<file path="src/rtl/fwd_pkg.sv">
// Shared definitions for the forwarding/hazard stage: operand-select codes,
// pipeline stage tag layout and the source-versus-producer match rule.
package fwd_pkg;

  localparam int TAG_RD_W = 3;

  localparam logic [1:0] FWD_RF    = 2'b00;
  localparam logic [1:0] FWD_EXMEM = 2'b01;
  localparam logic [1:0] FWD_MEMWB = 2'b10;
  localparam logic [1:0] FWD_IMM   = 2'b11;

  typedef struct packed {
    logic                valid;
    logic [TAG_RD_W-1:0] rd;
    logic                reg_wr;
    logic                mem_rd;
  } stage_tag_t;

  localparam int TAG_W = $bits(stage_tag_t);

  // r0 is hardwired zero, so a write to it never produces a forwardable value
  function automatic logic src_match(input logic                used,
                                     input logic [TAG_RD_W-1:0] src,
                                     input stage_tag_t          tag);
    return used & (src != {TAG_RD_W{1'b0}}) & tag.valid & tag.reg_wr &
           (tag.rd == src);
  endfunction

endpackage

</file>
<file path="src/rtl/fwd_stage_reg.sv">
// One pipeline stage tag register; a bubble loads an all-zero (invalid) tag.
module fwd_stage_reg
  import fwd_pkg::*;
(
  input  logic             clk,
  input  logic             rst_n,
  input  logic             bubble_i,
  input  logic [TAG_W-1:0] tag_d_i,
  output logic [TAG_W-1:0] tag_q_o
);

  logic [TAG_W-1:0] tag_q;

  // Tag storage with synchronous reset and bubble insertion
  always_ff @(posedge clk) begin
    if (!rst_n) begin
      tag_q <= {TAG_W{1'b0}};
    end else if (bubble_i) begin
      tag_q <= {TAG_W{1'b0}};
    end else begin
      tag_q <= tag_d_i;
    end
  end

  assign tag_q_o = tag_q;

endmodule

</file>
<file path="src/rtl/fwd_hazard_ctrl.sv">
// Forwarding and load-use hazard control: tracks EX/MEM/WB destination tags,
// registers EX operand-mux selects and raises a one-cycle load-use stall.
module fwd_hazard_ctrl
  import fwd_pkg::*;
#(
  parameter int REG_ADDR_W = TAG_RD_W
)
(
  input  logic                  clk,
  input  logic                  rst_n,
  input  logic                  id_valid,
  input  logic [REG_ADDR_W-1:0] id_rs1,
  input  logic [REG_ADDR_W-1:0] id_rs2,
  input  logic                  id_rs1_used,
  input  logic                  id_rs2_used,
  input  logic                  id_use_imm,
  input  logic [REG_ADDR_W-1:0] id_rd,
  input  logic                  id_reg_wr,
  input  logic                  id_mem_rd,
  input  logic                  flush,
  output logic                  stall,
  output logic [1:0]            ex_fwd_a_sel,
  output logic [1:0]            ex_fwd_b_sel,
  output logic                  ex_valid,
  output logic                  mem_valid,
  output logic                  wb_valid,
  output logic [REG_ADDR_W-1:0] wb_rd,
  output logic                  wb_reg_wr
);

  stage_tag_t id_tag_s;
  stage_tag_t ex_tag_s;
  stage_tag_t mem_tag_s;
  stage_tag_t wb_tag_s;

  logic       rs1_ex_s;
  logic       rs2_ex_s;
  logic       rs1_mem_s;
  logic       rs2_mem_s;
  logic       stall_s;
  logic       bubble_s;
  logic [1:0] a_sel_d;
  logic [1:0] b_sel_d;
  logic [1:0] a_sel_q;
  logic [1:0] b_sel_q;

  assign id_tag_s.valid  = id_valid;
  assign id_tag_s.rd     = id_rd;
  assign id_tag_s.reg_wr = id_reg_wr;
  assign id_tag_s.mem_rd = id_mem_rd;

  fwd_stage_reg u_ex_tag (
    .clk      (clk),
    .rst_n    (rst_n),
    .bubble_i (bubble_s),
    .tag_d_i  (id_tag_s),
    .tag_q_o  (ex_tag_s)
  );

  fwd_stage_reg u_mem_tag (
    .clk      (clk),
    .rst_n    (rst_n),
    .bubble_i (1'b0),
    .tag_d_i  (ex_tag_s),
    .tag_q_o  (mem_tag_s)
  );

  fwd_stage_reg u_wb_tag (
    .clk      (clk),
    .rst_n    (rst_n),
    .bubble_i (1'b0),
    .tag_d_i  (mem_tag_s),
    .tag_q_o  (wb_tag_s)
  );

  assign rs1_ex_s  = src_match(id_rs1_used, id_rs1, ex_tag_s);
  assign rs2_ex_s  = src_match(id_rs2_used, id_rs2, ex_tag_s);
  assign rs1_mem_s = src_match(id_rs1_used, id_rs1, mem_tag_s);
  assign rs2_mem_s = src_match(id_rs2_used, id_rs2, mem_tag_s);

  // Hazard detection and next operand selects; EX (youngest) producer wins
  always_comb begin
    stall_s  = id_valid & ex_tag_s.mem_rd & (rs1_ex_s | rs2_ex_s) & ~flush;
    bubble_s = stall_s | flush;
    a_sel_d  = FWD_RF;
    b_sel_d  = FWD_RF;

    if (rs1_ex_s) begin
      a_sel_d = ex_tag_s.mem_rd ? FWD_RF : FWD_EXMEM;
    end else if (rs1_mem_s) begin
      a_sel_d = FWD_MEMWB;
    end else begin
      a_sel_d = FWD_RF;
    end

    if (id_use_imm) begin
      b_sel_d = FWD_IMM;
    end else if (rs2_ex_s) begin
      b_sel_d = ex_tag_s.mem_rd ? FWD_RF : FWD_EXMEM;
    end else if (rs2_mem_s) begin
      b_sel_d = FWD_MEMWB;
    end else begin
      b_sel_d = FWD_RF;
    end

    // a load match in EX always stalls, so its FWD_RF above never reaches EX
    if (bubble_s || !id_valid) begin
      a_sel_d = FWD_RF;
      b_sel_d = FWD_RF;
    end else begin
      a_sel_d = a_sel_d;
      b_sel_d = b_sel_d;
    end
  end

  // Operand selects registered alongside the EX tag capture
  always_ff @(posedge clk) begin
    if (!rst_n) begin
      a_sel_q <= FWD_RF;
      b_sel_q <= FWD_RF;
    end else begin
      a_sel_q <= a_sel_d;
      b_sel_q <= b_sel_d;
    end
  end

  assign stall        = stall_s;
  assign ex_fwd_a_sel = a_sel_q;
  assign ex_fwd_b_sel = b_sel_q;
  assign ex_valid     = ex_tag_s.valid;
  assign mem_valid    = mem_tag_s.valid;
  assign wb_valid     = wb_tag_s.valid;
  assign wb_rd        = wb_tag_s.rd;
  assign wb_reg_wr    = wb_tag_s.valid & wb_tag_s.reg_wr;

endmodule

</file>
<file path="config.mk">
export PLATFORM = sky130hd
export DESIGN_NAME = fwd_hazard_ctrl
export DESIGN_NICKNAME = d
export VERILOG_FILES = /design/src/rtl/fwd_pkg.sv /design/src/rtl/fwd_stage_reg.sv /design/src/rtl/fwd_hazard_ctrl.sv
export SDC_FILE = /design/constraint.sdc
export NUM_CORES = 1
export LEC_CHECK = 0
export CAP_MARGIN = 20
export CORE_MARGIN = 5
export CORE_UTILIZATION = 30
export CTS_CLUSTER_SIZE = 12
export DETAILED_ROUTE_END_ITERATION = 8
export MAX_ROUTING_LAYER = met4
export PLACE_DENSITY = 0.66
export SYNTH_ARGS = -nofsm -noshare
export SYNTH_HDL_FRONTEND = slang
export SYNTH_SLANG_ARGS = --single-unit
</file>
<file path="constraint.sdc">
create_clock -name clk -period 2.2 [get_ports clk]
set_clock_uncertainty 0.05 [all_clocks]
set_input_delay 0.22 -clock clk [delete_from_list [all_inputs] [get_ports clk]]
set_output_delay 0.22 -clock clk [all_outputs]
set_load 0.01 [all_outputs]
</file>
==> flow_summary.ini, run 1 <==
[outcome]
status = finished clean

[pwr]
swShare = 0.210
power_density_nw_per_um2 = 601
seqPwrFrac = 0.485
p_int_uw = 619
p_sw_uw = 164
vdd.ir_drop.worst_mv = 0.276
leakage_uw = 0.000527
p_clk_frac = 0.387
combPwrFrac = 0.128

[cells_and_area]
layout_commonest_cell = clkdlybuf4s50_1
mostFrequentLayoutCells = clkdlybuf4s50_1 (27), dfxtp_1 (17), buf_4 (14)
multi_input_area_sq_um = 394
area_growth_pct = 52.9
fin_nets = 142
post-route-util = 0.476
fillerInstances = 266
layout-drive-gt1-share = 0.211
num_antenna_cells = 0
design_area_sq_um = 1300
seq_area_sq_um = 404

[detailed_routing]
viasPerCell = 4.48
drt-wirelength-per-cell_microns = 12.7
finalWirelength_microns = 1950
drt-initial-drc-count = 29
ant_nets = 0
dr.pass1.iters = 6
drc = 0
vias = 690

[timing]
layout_setup_ws_ns = 0.135
hold_ws_ns = 0.367
period_needed_ns = 2.06
tightest_slew_ns = 0.387
fmax_ghz = 0.484
final-setup-viol-count = 0
min_period_over_period = 0.938
hold_viol_final = 0
slew_headroom = 0.740
timing.setup.tns_ns = 0
rsz0062_at_grt = false
finalMaxSlewViolations = 0

[global_routing]
grt_antenna_before_repair = 0
grt_usage = 0.101
grt_pass1_vias = 710
grt_pass1_wl_microns = 3160
grt_overflow = 0
grt_max_degree = 13

[setup_path]
path_class = flop to primary output
required_ns = 1.93
cp.arrival_ns = 1.79
critPathMaxFanout = 2
worstSetupStartpointType = flop
worstSetupEndpointType = primary output

[floorplan]
die-width_microns = 63.3
core_area_sq_um = 2730
initial_core_util = 0.311
die_area_sq_um = 4000
ios = 30
rows = 19
dieHeight_microns = 63.3

[placement]
gp_congestion = 0.811
hpwl_microns = 1580
place_area_sq_um = 1250
place.port_buffers = 29
pre_cts_slack_ns = -0.325

[cts]
cts_max_level = 1
clock-root-buffer = clkbuf_4
tritoncts = built
cts_made_buffers = 3
cts_hold_buf = 0
clk_pin_slew_ns = 0.12
worstSkewPairLatency_ns = 0.31
cts_buffer_depth = 2
cts.sinks = 20

[yosys]
synth_top_area_share = 0.471
synth_top_area_cell = dfxtp_1
ys_seq_elements = 20
yosys-top-cells-area = dfxtp_1 (47%), and2_1 (7.4%), xor2_1 (7.2%)
syn_inst = 82
syn_nets = 100
seq_area_frac_synth = 0.471
syn_avg_cell_area_sq_um = 10.4
yosysWarnings = 0
synth_area_sq_um = 851
synth_cell_types = 28

[run]
maxCapViolations = 0

[min_path]
hp-class = input pin to flop
==> worst max-delay path, stage by stage (launching register included) <==
cell,delay [ns]
dfxtp_2,0.34
xor2_1,0.15
or4_4,0.53
o2bb2ai_4,0.14
and4b_1,0.21
buf_2,0.13
==> state kept, by name (all words and copies together), names as in the netlist <==
| signal | cells |
|---|---|
| u_wb_tag.tag_q_o | 5 |
| ex_fwd_a_sel | 2 |
| ex_fwd_b_sel | 2 |
| u_mem_tag.tag_q_o | 5 |
| u_ex_tag.tag_q_o | 6 |
==> layer usage <==
metal  vias up  part of all wire  global-route usage  wire, microns
met3         2             0.057              0.0249            111
met5         -                 0                   -              0
met2        21              0.45               0.155            878
met1       302              0.48               0.126            935
li1        365                 -                   -              -
met4         0             0.014              0.0468             28
==> area by class of cell <==
| cell class | instances | share of cell area |
|---|---|---|
| repair buffers | 43 | 0.299 |
| flip-flops and latches | 20 | 0.311 |
| clock inverters | 1 | 0.0231 |
| multi-input cells | 50 | 0.303 |
| well taps | 31 | 0.0298 |
| clock buffers | 3 | 0.0173 |
| inverters | 6 | 0.0173 |
==> power groups by stage <==
stage	clock network, uW	registers [uW]	logic, uW
CTS	305	379	101
global route	318	381	109
floorplan	0	386	37.8
global placement	0	387	98.8
detailed placement	0	388	101
finish	303	380	100
==> per-stage QoR <==
step                cells  total power, uW
detailed placement    150              488
finish                154              783
global route          154              808
floorplan              82              424
CTS                   154              786
global placement      150              486
==> kinds of logic (layout without fill, tap and decap cells) <==
kind of cell              count (synthesis)  in the layout  share of synthesized area
and+or+nand+nor                          25             25                      0.194
xor gates and xnor gates                 12             12                      0.124
DFF                                      20             20                      0.471
AOI/OAI and AO/OA                        13             13                      0.146
buffers and inverters                    12             53                     0.0662
==> synthesized netlist by cell type, drive strengths merged <==
| master | count |
|---|---|
| dfxtp | 20 |
| and2 | 11 |
| xor2 | 7 |
| inv | 6 |
| a311oi | 5 |
| xnor2 | 5 |
| buf | 4 |
| a211oi | 2 |
| a21oi | 2 |
| clkbuf | 2 |
| nand2 | 2 |
| nand3 | 2 |
| nor4 | 2 |
| and3 | 1 |
| and4b | 1 |
| nand2b | 1 |
| nand3b | 1 |
| nand4 | 1 |
| nor2 | 1 |
| nor3b | 1 |
| o2bb2ai | 1 |
| o31a | 1 |
| o31ai | 1 |
| o41a | 1 |
| or4 | 1 |
==> path summary, 6_finish.rpt <==
kind                                                      start                              to  slack [ns]  cells after the start
worst max-delay path             u_ex_tag.tag_q_o[2]$_SDFF_PP0_                           stall        0.14                      5
worst min-delay path                                   id_rd[1]  u_ex_tag.tag_q_o[3]$_SDFF_PP0_        0.37                      3
worst max register to register   u_ex_tag.tag_q_o[2]$_SDFF_PP0_  u_ex_tag.tag_q_o[2]$_SDFF_PP0_        0.61                      5
worst min register to register  u_mem_tag.tag_q_o[1]$_SDFF_PN0_  u_wb_tag.tag_q_o[1]$_SDFF_PN0_        0.42                      1
==> timing repair <==
action	in CTS	in global routing
gates resized for setup	4	4
setup endpoints to repair	1	1
setup buffers	0	0
hold endpoints to repair	0	0
pin swaps	0	1
No activity file was read; power rests on OpenSTA's default activity.
==> run 2: changes to the inputs <==
--- a/config.mk
+++ b/config.mk
@@ -5,13 +5,15 @@
 export SDC_FILE = /design/constraint.sdc
 export NUM_CORES = 1
 export LEC_CHECK = 0
+export ABC_AREA = 1
 export CAP_MARGIN = 20
 export CORE_MARGIN = 5
 export CORE_UTILIZATION = 30
 export CTS_CLUSTER_SIZE = 12
 export DETAILED_ROUTE_END_ITERATION = 8
+export DONT_BUFFER_PORTS = 1
 export MAX_ROUTING_LAYER = met4
-export PLACE_DENSITY = 0.66
+export PLACE_DENSITY = 0.53
 export SYNTH_ARGS = -nofsm -noshare
 export SYNTH_HDL_FRONTEND = slang
 export SYNTH_SLANG_ARGS = --single-unit
==> run 2 against run 1 <==
  * Worst setup slack better by 0.33 ns
  * Global-route usage fell by 0.17 points
  * Final cell count is 9.7% higher
  * Critical path depth increased by 3
  * Sequential power about the same
  * Largest cell class unchanged
  * Non-clock buffer count decreased by 37
==> flow_summary.ini, run 2 <==
[outcome]
status = finished clean

[cts]
cts_buffer_depth = 2
clock-root-buffer = clkbuf_4
cts_hold_buf = 6
cts.repair.resized = 0
clk_pin_slew_ns = 0.11
cts.sinks = 20
tritoncts = built
cts_made_buffers = 3
worstSkewPairLatency_ns = 0.30
postCtsSetupRepairBufs = 0
cts_max_level = 1

[timing]
finalMaxSlewViolations = 0
final-setup-viol-count = 0
hold_viol_final = 0
hold_ws_ns = 0.0370
fmax_ghz = 0.576
tightest_slew_ns = 0.389
timing.setup.tns_ns = 0
layout_setup_ws_ns = 0.463
min_period_over_period = 0.789
slew_headroom = 0.740
rsz0062_at_grt = false
period_needed_ns = 1.74

[cells_and_area]
fin_nets = 155
layout_commonest_cell = nand2_1
post-route-util = 0.341
layout-drive-gt1-share = 0.0956
largest_register_ffs = 6
fillerInstances = 316
mostFrequentLayoutCells = nand2_1 (35), inv_1 (31), dfxtp_1 (20)
num_antenna_cells = 0
area_growth_pct = 12.2

[global_routing]
grt_pass1_wl_microns = 3150
grt_antenna_before_repair = 0
grt_overflow = 0
grt_pass1_vias = 759
grt_usage = 0.0998
grt_max_degree = 12

[yosys]
yosys_most_used_dff = dfxtp_1
synth_cell_types = 20
async_flop_share = 0
seq_area_frac_synth = 0.443
synth.most_common_cell = nand2_1
synth_top_area_share = 0.443
syn_nets = 148
synth_top_area_cell = dfxtp_1
ys_seq_elements = 20
syn_inst = 130
synth_edf_count = 0
yosysWarnings = 0
synth_area_sq_um = 905
syn_avg_cell_area_sq_um = 6.96
yosys-top-cells-area = dfxtp_1 (44%), nand2_1 (15%), inv_1 (13%)
yosys-top-cells-count = nand2_1 (35), inv_1 (31), dfxtp_1 (20), nor2_1 (17)

[setup_path]
required_ns = 1.93
critical_path.max_stage_delay_ns = 0.42
path_class = flop to primary output
worstSetupStartpointType = flop
path_buf_inv = 1
r2r-start = u_ex_tag.tag_q_o[5]$_SDFF_PP0_
worstSetupEndpointType = primary output
cp.arrival_ns = 1.47
critPathSlowestCell = dfxtp_1
rrSetupSlack_ns = 0.92
path_cells = nand2_1 > inv_1 > nand2_1 > nor2_2 > nand3_2 > nand2_1 > nand2_2 > nor2_1
critPathTopFamily = simple AND/OR/NAND/NOR gates
worstSetupStartpoint = u_ex_tag.tag_q_o[5]$_SDFF_PP0_
critPathMaxFanout = 4
cp_common_cell = nand2_1

[detailed_routing]
ant_nets = 0
drc = 0
dr.pass1.iters = 4
viasPerCell = 4.28
vias = 724
finalWirelength_microns = 1870
drt-wirelength-per-cell_microns = 11.0
drt-initial-drc-count = 4

[pwr]
power_density_nw_per_um2 = 638
vdd.ir_drop.worst_mv = 0.295
leakage_uw = 0.000578

[placement]
place.port_buffers = 0
pre_cts_slack_ns = 0.794
hpwl_microns = 1490
gp_congestion = 0.721

[floorplan]
initial_core_util = 0.304
die-width_microns = 64.9
rows = 20
die_area_sq_um = 4210
core_area_sq_um = 2980
dieHeight_microns = 64.9
ios = 30

[min_path]
hp-class = input pin to flop
hold_start = rst_n

[run]
maxCapViolations = 0
-- run 2: metal layers --
metal,vias up,wire [microns],global-route usage
met5,-,0,-
met4,0,43,0.0475
met3,5,140,0.0347
met2,23,871,0.170
met1,312,809,0.103
li1,384,-,-
-- run 2: logic make-up (layout without fill, tap and decap cells) --
kind of cell,after synthesis,after routing,share of synthesized area
AND/OR/NAND/NOR,65,65,0.318
XOR/XNOR,5,5,0.0484
buffers and inverters,37,43,0.167
AO/OA/AOI/OAI,3,3,0.0235
flip-flops,20,20,0.443
-- run 2: power by group --
group / total, uW / switching [uW] / leakage (uW) / internal [uW]
clock network: 213 / 112 / 0.0000210 / 101
registers: 380 / 8.94 / 0.000163 / 371
logic: 53.3 / 28.6 / 0.000395 / 24.7
total: 647 / 150 / 0.000578 / 497
-- run 2: path summary, 6_finish.rpt --
path,end,cells after the start
setup / recovery,stall,8
hold reg to reg,u_mem_tag.tag_q_o[1]$_SDFF_PN0_,2
setup reg to reg,u_ex_tag.tag_q_o[1]$_SDFF_PP0_,9
hold / removal,u_ex_tag.tag_q_o[0]$_SDFF_PP0_,2
-- run 2: cell type report --
type | count | area, sq um | area share
Tap cell | 33 | 41.3 | 0.0407
Inverter | 33 | 124 | 0.122
Clock buffer | 4 | 36.3 | 0.0358
Multi-Input combinational cell | 73 | 353 | 0.348
Sequential cell | 20 | 400 | 0.395
Timing Repair Buffer | 6 | 60.1 | 0.0592
-- run 2: through the flow --
stage	total power [uW]	std cells	instance area, sq um
2_1_floorplan	427	130	905
3_3_place_gp	431	159	918
3_5_place_dp	432	159	918
4_1_cts	658	169	1010
5_1_grt	682	169	1010
6_report	647	169	1010
-- run 2: worst reg2reg max path, delay by kind of cell, from the launching register on --
| kind | cells | cell delay (ns) |
|---|---|---|
| buffers and inverters | 1 | 0.06 |
| AND/OR/NAND/NOR | 8 | 0.68 |
| flip-flops | 1 | 0.42 |
==> run 3: changes to the inputs <==
==> constraint.sdc (replaced) <==
create_clock -name clk -period 1.6 [get_ports clk]
set_clock_uncertainty 0.05 [all_clocks]
set_input_delay 0.16 -clock clk [delete_from_list [all_inputs] [get_ports clk]]
set_output_delay 0.16 -clock clk [all_outputs]
set_load 0.01 [all_outputs]
==> run 3 against run 2 <==
  * Largest cell class unchanged
  * Die area unchanged
  * Worst setup slack got worse by 0.41 ns
  * Largest power group unchanged
  * Highest routed layer unchanged
  * Power rose by 30%
  * Sequential share of layout area increased by 0.16 points
  * First-iteration DRC count up 130%
==> flow_summary.ini, run 3 (synthesized netlist as in run 2, its figures left out) <==
[global_routing]
grt_usage = 0.0994
grt_overflow = 0
grt_max_degree = 13
grt_pass1_wl_microns = 3130
grt_pass1_vias = 699
grt_antenna_before_repair = 0

[setup_path]
rrSetupSlack_ns = 0.34
cp.arrival_ns = 1.34
critPathMaxFanout = 5
path_class = flop to primary output
required_ns = 1.39
worstSetupStartpointType = flop
worstSetupEndpointType = primary output
cp_common_cell = nand2_1
critPathTopFamily = simple AND/OR/NAND/NOR gates
worstSetupStartpoint = u_ex_tag.tag_q_o[4]$_SDFF_PP0_
path_buf_inv = 1
path_cells = inv_1 > nand2_1 > nand2_1 > nor2_2 > nand3_2 > nand2_1 > nand2_2 > nor2_4
r2r-start = u_ex_tag.tag_q_o[4]$_SDFF_PP0_
critical_path.max_stage_delay_ns = 0.38
critPathSlowestCell = dfxtp_4

[detailed_routing]
ant_nets = 0
drt-initial-drc-count = 9
vias = 699
drt-wirelength-per-cell_microns = 10.9
finalWirelength_microns = 1830
dr.pass1.iters = 2
drc = 0
viasPerCell = 4.14

[placement]
gp_congestion = 0.780
hpwl_microns = 1460
place.port_buffers = 0
place_area_sq_um = 918

[floorplan]
initial_core_util = 0.304
dieHeight_microns = 64.9
core_area_sq_um = 2980
ios = 30
die-width_microns = 64.9
die_area_sq_um = 4210
rows = 20

[cells_and_area]
mostFrequentLayoutCells = nand2_1 (35), inv_1 (31), dfxtp_1 (16)
post-route-util = 0.348
layout-drive-gt1-share = 0.140
design_area_sq_um = 1040
area_growth_pct = 14.5
fillerInstances = 319
largest_register_ffs = 6
layout_commonest_cell = nand2_1
fin_nets = 156
num_antenna_cells = 0

[cts]
cts_buffer_depth = 2
tritoncts = built
clock-root-buffer = clkbuf_4
cts_max_level = 1
cts.sinks = 20
cts_made_buffers = 3
worstSkewPairLatency_ns = 0.30
clk_pin_slew_ns = 0.10

[min_path]
hp-class = input pin to flop
hold_start = id_use_imm

[timing]
slew_headroom = 0.638
final-setup-viol-count = 0
hold_viol_final = 0
min_period_over_period = 0.966
period_needed_ns = 1.55
rsz0062_at_grt = true
fmax_ghz = 0.647
finalMaxSlewViolations = 0
tightest_slew_ns = 0.543

[pwr]
p_int_uw = 634
swShare = 0.244
seqPwrFrac = 0.622
p_sw_uw = 205
leakage_uw = 0.000586
p_clk_frac = 0.283
combPwrFrac = 0.095
vdd.ir_drop.worst_mv = 0.333
power_density_nw_per_um2 = 809

[run]
maxCapViolations = 0

[outcome]
status = finished clean
## run 3: repair_timing
item	CTS	global route
endpoints found under the hold margin	19	0
buffers inserted	0	0
setup endpoints to repair	1	2
resized for setup	5	6
hold buffers	7	0
## run 3: worst paths after layout
check	cells after the start	to
max	8	stall
min	4	ex_fwd_b_sel[1]$_SDFF_PP0_
max reg2reg	9	u_ex_tag.tag_q_o[1]$_SDFF_PP0_
min reg2reg	2	u_mem_tag.tag_q_o[1]$_SDFF_PN0_
## run 3: final cells by class
| cell class | instances | area (sq um) | area share |
|---|---|---|---|
| Sequential cell | 20 | 410 | 0.396 |
| Multi-Input combinational cell | 73 | 365 | 0.353 |
| Inverter | 33 | 124 | 0.120 |
| Timing Repair Buffer | 7 | 72.6 | 0.0700 |
| Tap cell | 33 | 41.3 | 0.0399 |
| Clock buffer | 3 | 22.5 | 0.0217 |
## run 3: worst min-delay path, stage by stage
cell     delay, ns
inv_1         0.05
nand2_1       0.05
inv_1         0.04
nor2_1        0.04
## run 3: power by group through the flow
stage / clock, uW / sequential [uW] / combinational (uW)
4_1_cts: 255 / 524 / 78.5
2_1_floorplan: 0 / 531 / 55.5
3_3_place_gp: 0 / 535 / 58.1
6_report: 237 / 521 / 79.6
3_5_place_dp: 0 / 534 / 59.0
5_1_grt: 268 / 524 / 92.2
## run 3: metal layers
layer  share of wire  track usage
met5               0            -
met4          0.0044       0.0158
met3           0.084       0.0451
met2            0.47        0.165
met1            0.44        0.112
## run 3: stage by stage
stage | setup slack [ns] | instances | power (uW) | setup TNS (ns) | hold slack (ns)
global route | -0.0593 | 169 | 885 | -0.0593 | 0.0572
finish | 0.0547 | 169 | 838 | 0 | 0.0270
CTS | 0.00557 | 169 | 857 | 0 | 0.0174
global placement | 0.252 | 159 | 593 | 0 | 0.213
floorplan | 0.371 | 130 | 587 | 0 | 0.222
detailed placement | 0.247 | 159 | 593 | 0 | 0.214
